File: config.mk
export PLATFORM = sky130hd
export DESIGN_NAME = day2_range_loader
export DESIGN_NICKNAME = d
export VERILOG_FILES = /design/src/rtl/day2_range_loader.sv
export SDC_FILE = /design/constraint.sdc
export NUM_CORES = 2
export LEC_CHECK = 0
export ABC_AREA = 1
export CORE_AREA = 2 2 339 341
export DETAILED_ROUTE_END_ITERATION = 7
export DIE_AREA = 0 0 341 343
export GPL_ROUTABILITY_DRIVEN = 0
export GPL_TIMING_DRIVEN = 1
export PLACE_DENSITY = 0.64
export SETUP_SLACK_MARGIN = 0.15
export SLEW_MARGIN = 20
export SYNTH_ARGS = -nofsm -noshare
export SYNTH_HDL_FRONTEND = slang
export SYNTH_SLANG_ARGS = --single-unit
File: constraint.sdc
create_clock -name clock -period 4.3 [get_ports clock]
set_clock_uncertainty 0.05 [all_clocks]
set_input_delay 0.86 -clock clock [delete_from_list [all_inputs] [get_ports clock]]
set_output_delay 0.86 -clock clock [all_outputs]
set_load 0.1 [all_outputs]
File: src/rtl/day2_range_loader.sv
// Parses "start-end,start-end,...\n" ASCII into ID ranges, batches them into
// day2_puzzle's slot arrays, sequences load/en per batch and reports the final sum.
module day2_range_loader #(
   parameter int W          = 48,
   parameter int NUM_UNITS  = 8,
   parameter int DONE_GUARD = 8
) (
   input  logic         clock,
   input  logic         reset_n,
   input  logic [7:0]   in_data,
   input  logic         in_valid,
   output logic         in_ready,
   output logic [W-1:0] start_id [0:NUM_UNITS-1],
   output logic [W-1:0] end_id   [0:NUM_UNITS-1],
   output logic         load,
   output logic         en,
   input  logic         puzzle_done,
   input  logic [W-1:0] puzzle_sum,
   output logic [W-1:0] result,
   output logic         result_valid,
   output logic         error
);

   localparam int IDXW = $clog2(NUM_UNITS + 1);
   localparam int CNTW = $clog2(DONE_GUARD + 2);

   typedef enum logic [2:0] {
      S_START, S_END, LOAD, GUARD, WAIT, SETTLE, FINISH, ERR
   } state_t;

   state_t          state_reg;
   logic [W-1:0]    acc_reg;
   logic [W-1:0]    start_lat_reg;
   logic            have_digit_reg;
   logic            last_reg;
   logic            loaded_reg;
   logic [IDXW-1:0] idx_reg;
   logic [CNTW-1:0] cnt_reg;

   logic            accept;
   logic            is_digit, is_skip, is_dash, is_comma, is_eol;
   logic [W+3:0]    acc_wide;
   logic            acc_ovf;
   logic            commit;
   logic            clear_slots;
   logic [IDXW-1:0] idx_after;

   assign accept   = in_valid & in_ready;
   assign is_digit = (in_data >= 8'h30) && (in_data <= 8'h39);
   assign is_skip  = (in_data == 8'h20) || (in_data == 8'h0D);
   assign is_dash  = (in_data == 8'h2D);
   assign is_comma = (in_data == 8'h2C);
   assign is_eol   = (in_data == 8'h0A) || (in_data == 8'h04);

   // Four spare bits hold acc*10+9 for any W-bit acc, so overflow is just a nonzero top nibble.
   assign acc_wide = (W+4)'(acc_reg) * (W+4)'(10) + (W+4)'(in_data[3:0]);
   assign acc_ovf  = |acc_wide[W+3:W];

   assign commit      = accept && (state_reg == S_END) && have_digit_reg && (is_comma || is_eol);
   assign idx_after   = idx_reg + IDXW'(commit);
   assign clear_slots = (state_reg == SETTLE) && (cnt_reg == CNTW'(1)) && !last_reg;

   assign in_ready = (state_reg == S_START) || (state_reg == S_END);
   assign load     = (state_reg == LOAD);
   assign en       = (state_reg == GUARD) || (state_reg == WAIT) || (state_reg == SETTLE);
   assign error    = (state_reg == ERR);

   // Empty slot is (1,0): its id_finder sees an empty range and finishes at once.
   for (genvar gi = 0; gi < NUM_UNITS; gi++) begin : g_slot
      always_ff @(posedge clock or negedge reset_n) begin
         if (!reset_n) begin
            start_id[gi] <= W'(1);
            end_id[gi]   <= '0;
         end else if (clear_slots) begin
            start_id[gi] <= W'(1);
            end_id[gi]   <= '0;
         end else if (commit && (idx_reg == IDXW'(gi))) begin
            start_id[gi] <= start_lat_reg;
            end_id[gi]   <= acc_reg;
         end
      end
   end

   always_ff @(posedge clock or negedge reset_n) begin
      if (!reset_n) begin
         state_reg      <= S_START;
         acc_reg        <= '0;
         start_lat_reg  <= '0;
         have_digit_reg <= 1'b0;
         last_reg       <= 1'b0;
         loaded_reg     <= 1'b0;
         idx_reg        <= '0;
         cnt_reg        <= '0;
         result         <= '0;
         result_valid   <= 1'b0;
      end else begin
         case (state_reg)
            S_START, S_END: begin
               if (accept) begin
                  if (is_skip) begin
                     state_reg <= state_reg;
                  end else if (is_digit) begin
                     if (acc_ovf) begin
                        state_reg <= ERR;
                     end else begin
                        acc_reg        <= acc_wide[W-1:0];
                        have_digit_reg <= 1'b1;
                     end
                  end else if (is_dash) begin
                     if ((state_reg == S_START) && have_digit_reg) begin
                        start_lat_reg  <= acc_reg;
                        acc_reg        <= '0;
                        have_digit_reg <= 1'b0;
                        state_reg      <= S_END;
                     end else begin
                        state_reg <= ERR;
                     end
                  end else if (is_comma) begin
                     if (commit) begin
                        acc_reg        <= '0;
                        have_digit_reg <= 1'b0;
                        idx_reg        <= idx_after;
                        state_reg      <= (idx_after == IDXW'(NUM_UNITS)) ? LOAD : S_START;
                     end else begin
                        state_reg <= ERR;
                     end
                  end else if (is_eol) begin
                     if ((state_reg == S_END) && !have_digit_reg) begin
                        state_reg <= ERR;
                     end else begin
                        last_reg       <= 1'b1;
                        acc_reg        <= '0;
                        have_digit_reg <= 1'b0;
                        idx_reg        <= idx_after;
                        if (idx_after != '0) begin
                           state_reg <= LOAD;
                        end else begin
                           state_reg    <= FINISH;
                           result       <= loaded_reg ? puzzle_sum : '0;
                           result_valid <= 1'b1;
                        end
                     end
                  end else begin
                     state_reg <= ERR;
                  end
               end
            end
            LOAD: begin
               loaded_reg <= 1'b1;
               cnt_reg    <= '0;
               state_reg  <= GUARD;
            end
            // done from the previous batch may still be high while the pipeline flushes
            GUARD: begin
               if (cnt_reg == CNTW'(DONE_GUARD - 1)) begin
                  cnt_reg   <= '0;
                  state_reg <= WAIT;
               end else begin
                  cnt_reg <= cnt_reg + 1'b1;
               end
            end
            WAIT: begin
               if (puzzle_done) begin
                  cnt_reg   <= '0;
                  state_reg <= SETTLE;
               end
            end
            SETTLE: begin
               if (cnt_reg == CNTW'(1)) begin
                  cnt_reg <= '0;
                  if (last_reg) begin
                     state_reg    <= FINISH;
                     result       <= puzzle_sum;
                     result_valid <= 1'b1;
                  end else begin
                     idx_reg   <= '0;
                     state_reg <= S_START;
                  end
               end else begin
                  cnt_reg <= cnt_reg + 1'b1;
               end
            end
            FINISH:  state_reg <= FINISH;
            ERR:     state_reg <= ERR;
            default: state_reg <= ERR;
         endcase
      end
   end

endmodule

==> metrics.md <==
| Metric | Value |
|---|---|
| Net count of the mapped netlist | 4,733 |
| Unrepaired setup endpoints after global routing | false |
| Number of violations reported at the end of detailed-routing iteration 0 | 3,281 |
| Number of CTS-inserted buffers | 100 |
| Final hold vios | 0 |
| Min Tclk post-route | 3.98 ns |
| Sequential-to-total area share from yosys stat | 57.5% |
| Final setup violating endpoints | 0 |
| Total half-perimeter wirelength after legalization and detailed placement | 115,000 um |
| Yosys warning total | 0 |
| Effective utilization at floorplan | 35.6% |
| Via count of the routed design | 35,600 |
| DR vias/cell | 5.04 |
| Clock transition time at the flip-flop clock pins of the worst setup and hold paths | 0.06 ns |
| WL per Instance | 21.9 um |
| Count of hold-fix buffers inserted at cts | 0 |
| Cell Rows | 124 |
| Capture instance of the worst register-to-register path | acc_reg[25] |
| Setup CP Type | reg -> reg |
| Prevailing post-synth register cell | dfrtp_1 |
| # H-tree levels | 3 |
| Largest registers in the final layout | end_id x384, start_id x384 |
| Number of remaining DRC errors | 0 |
| Worst slack at placement | -0.428 ns |
| Number of library cell types mapped by synthesis | 45 |
| Power density over cell area | 378 nW/um2 |
| Startpoint type of the worst setup path | flip-flop |
| Fraction of layout cells with a size suffix above 1 | 10.2% |
| Vias in the first global route | 33,100 |
| Mapped Cells | 4,569 |
| Worst skew pair latency | 0.68 ns |
| Hold Crit Class | in -> async |
| Cell at the root of the clock tree | clkbuf_16 |
| Cell leakage power | 27.1 nW |
| Clock Sink Count | 927 |
| Worst relative slew slack | 22.0% |
| Total GRT Usage | 25.6% |
| Synth Register Bits | 927 |
| Maximum number of pins on one net before global-route repair | 105 |
| Post-synth EDFFs | 0 |
| Fmax | 251 MHz |
| Routed wire length | 155,000 um |
| Initial antenna violation count | 6 |
| Maximum VDD drop | 0.000322 V |
| Dominant cells by area after synthesis | dfrtp_1 (57%), nand2_1 (15%), o21ai_0 (10%) |
| Post-synth top area cell | dfrtp_1 |
| Number of detailed-routing iterations run before antenna repair | 6 |
| Die width | 341 um |
| Critical Path Sink Type | flip-flop |
| Depth of the most critical reg-to-reg path | 23 |
| Antenna violation net count after detailed routing | 0 |
| Async set or reset register ratio after synthesis | 100% |
| Maximum net fanout on the critical path | 21 |
| Status | finished clean |
| Maximum buffer depth of the clock tree | 3 |
| Setup crit start | acc_reg[23] |
| Area growth from synthesis to layout | 37.0% |
| Max-cap violation count | 0 |
| Flop-to-flop setup slack | 0.32 ns |
| Total design power | 20.9 mW |
| Clock tree from TritonCTS | done |
| Max-slew violation count | 0 |
| Required arrival time at the worst endpoint | 4.85 ns |
| Core footprint | 113,000 um2 |
| Slew at the pin with the worst max-slew slack | 1.17 ns |
| Overflow left after global routing | 0 |
| Number of nets at the end of the flow | 5,627 |
| Critical register-to-register path startpoint | acc_reg[23] |
| Cell area after synthesis | 40,300 um2 |
| Num ports | 881 |
| Area share of the leading cell type in the synthesized netlist | 57.0% |
| Data arrival, critical path | 4.53 ns |
| Die height | 343 um |
| Filler Cells Inserted | 10,700 |
| Final period utilization | 92.6% |
| Number of buffers added on ports | 880 |
| Mean area per synthesized cell | 8.83 um2 |
| Wire length of the first global-routing pass | 224,000 um |
| Floorplan die area | 117,000 um2 |
| Worst setup slack after layout | 0.317 ns |
## worst max-delay path, cell delays in order, from the launching register on
cell,delay [ns]
dfrtp_1,0.47
ha_1,0.31
ha_1,0.41
nand2_2,0.14
nor2_2,0.22
nand2_1,0.10
inv_1,0.17
nand2_1,0.15
nand3_2,0.14
nand2_1,0.11
nand3b_1,0.11
nand2_1,0.17
nor2_2,0.20
nand2_1,0.10
nor2_1,0.10
nand2_1,0.11
o21ai_2,0.22
nor2_4,0.07
nand2_2,0.07
nand2_2,0.05
nand2_4,0.11
buf_12,0.17
nand2_1,0.07
nand2_1,0.06
## cell families (layout without fill, tap and decap cells)
group                      Yosys count  in the layout  synth area share [%]
adders and majority gates          104            104                  3.26
muxes                               47             47                  1.31
other                                0              6                     0
buffers and inverters              507           1481                  4.81
xor gates and xnor gates            44             44                 0.956
AOI/OAI and AO/OA                  910            910                  11.4
DFF                                927            927                  57.5
and+or+nand+nor                   2030           2030                  20.7
## cell type report
cell class,count,area [um2],share of cell area (%)
Antenna cell,6,15.0,0.0272
Clock buffer,158,2930,5.30
Clock inverter,24,278,0.503
Inverter,285,1110,2.01
Multi-Input combinational cell,3135,15600,28.2
Sequential cell,927,23200,42.0
Tap cell,1512,1890,3.42
Timing Repair Buffer,1014,10200,18.5
## cells in the mapped netlist, drive strengths merged (4+ instances only)
| library cell | instances |
|---|---|
| a21oi | 41 |
| a31oi | 4 |
| buf | 23 |
| clkbuf | 199 |
| clkinv | 5 |
| dfrtp | 919 |
| dfstp | 8 |
| ha | 102 |
| inv | 280 |
| mux2 | 47 |
| nand2 | 1625 |
| nand3 | 111 |
| nand3b | 7 |
| nand4 | 80 |
| nor2 | 177 |
| nor3 | 13 |
| nor4 | 7 |
| o21ai | 847 |
| o21bai | 7 |
| or2 | 6 |
| xnor2 | 11 |
| xor2 | 33 |
## worst max path at each step
stage / to / slack [ns]
after detailed placement: result[43] / -0.43
after floorplan: result[38] / 0.26
final: acc_reg[25] / 0.32
after CTS: acc_reg[1] / 0.17
after global placement: result[29] / -0.34
after global routing: acc_reg[21] / 0.08
## repair_timing
item | in CTS | in global routing
setup buffers | 0 | 4
resized for setup | 1 | 111
gates cloned | 0 | 0
pin swaps | 0 | 7
setup endpoints to repair | 15 | 101
## cell usage in the layout, fill, tap and decap left out, types with 15 or more instances in the layout
cell / Yosys / layout
inv_1: 256 / 248
ha_2: 0 / 16
a21oi_1: 41 / 33
nand2_1: 1585 / 1565
mux2_2: 47 / 47
nand2_2: 40 / 58
inv_2: 24 / 24
dfrtp_2: 0 / 15
nor2_4: 11 / 18
ha_1: 102 / 81
nand3_1: 101 / 96
o21ai_0: 846 / 846
clkdlybuf4s50_1: 0 / 871
nor2_1: 147 / 122
nor2_2: 19 / 37
dfrtp_1: 919 / 904
buf_12: 0 / 35
clkbuf_1: 199 / 37
xor2_1: 33 / 33
clkbuf_16: 0 / 100
buf_4: 2 / 106
clkbuf_8: 0 / 21
nand4_1: 79 / 79
## metal layers
metal | up-vias | share of wire, % | GRT usage (%) | wire length [um]
li1 | 16600 | - | - | -
met1 | 17200 | 41 | 33.0 | 63100
met2 | 1416 | 48 | 42.4 | 74300
met3 | 315 | 6.3 | 4.08 | 9750
met4 | 0 | 5.0 | 11.6 | 7670
met5 | - | 0 | 0 | 0
## stage by stage
stage               instances  setup TNS, ns  hold WS [ns]  utilization (%)  area, um2
floorplan                4569              0         0.381                -      40300
global placement         6869         -17.65         0.397             45.5      51600
detailed placement       6869         -25.53         0.399             45.5      51600
CTS                      7051              0         0.187             48.4      54900
global route             7056              0         0.173             48.7      55200
finish                   7061              0         0.131             48.7      55300
## power by group
group	leakage [nW]	switching, mW	internal (mW)	total [mW]
combinational	16.7	2.59	0.720	3.31
sequential	8.83	0.154	8.97	9.13
clock	1.56	3.63	4.81	8.44
Note: power is estimated with default switching activity, not from simulation.
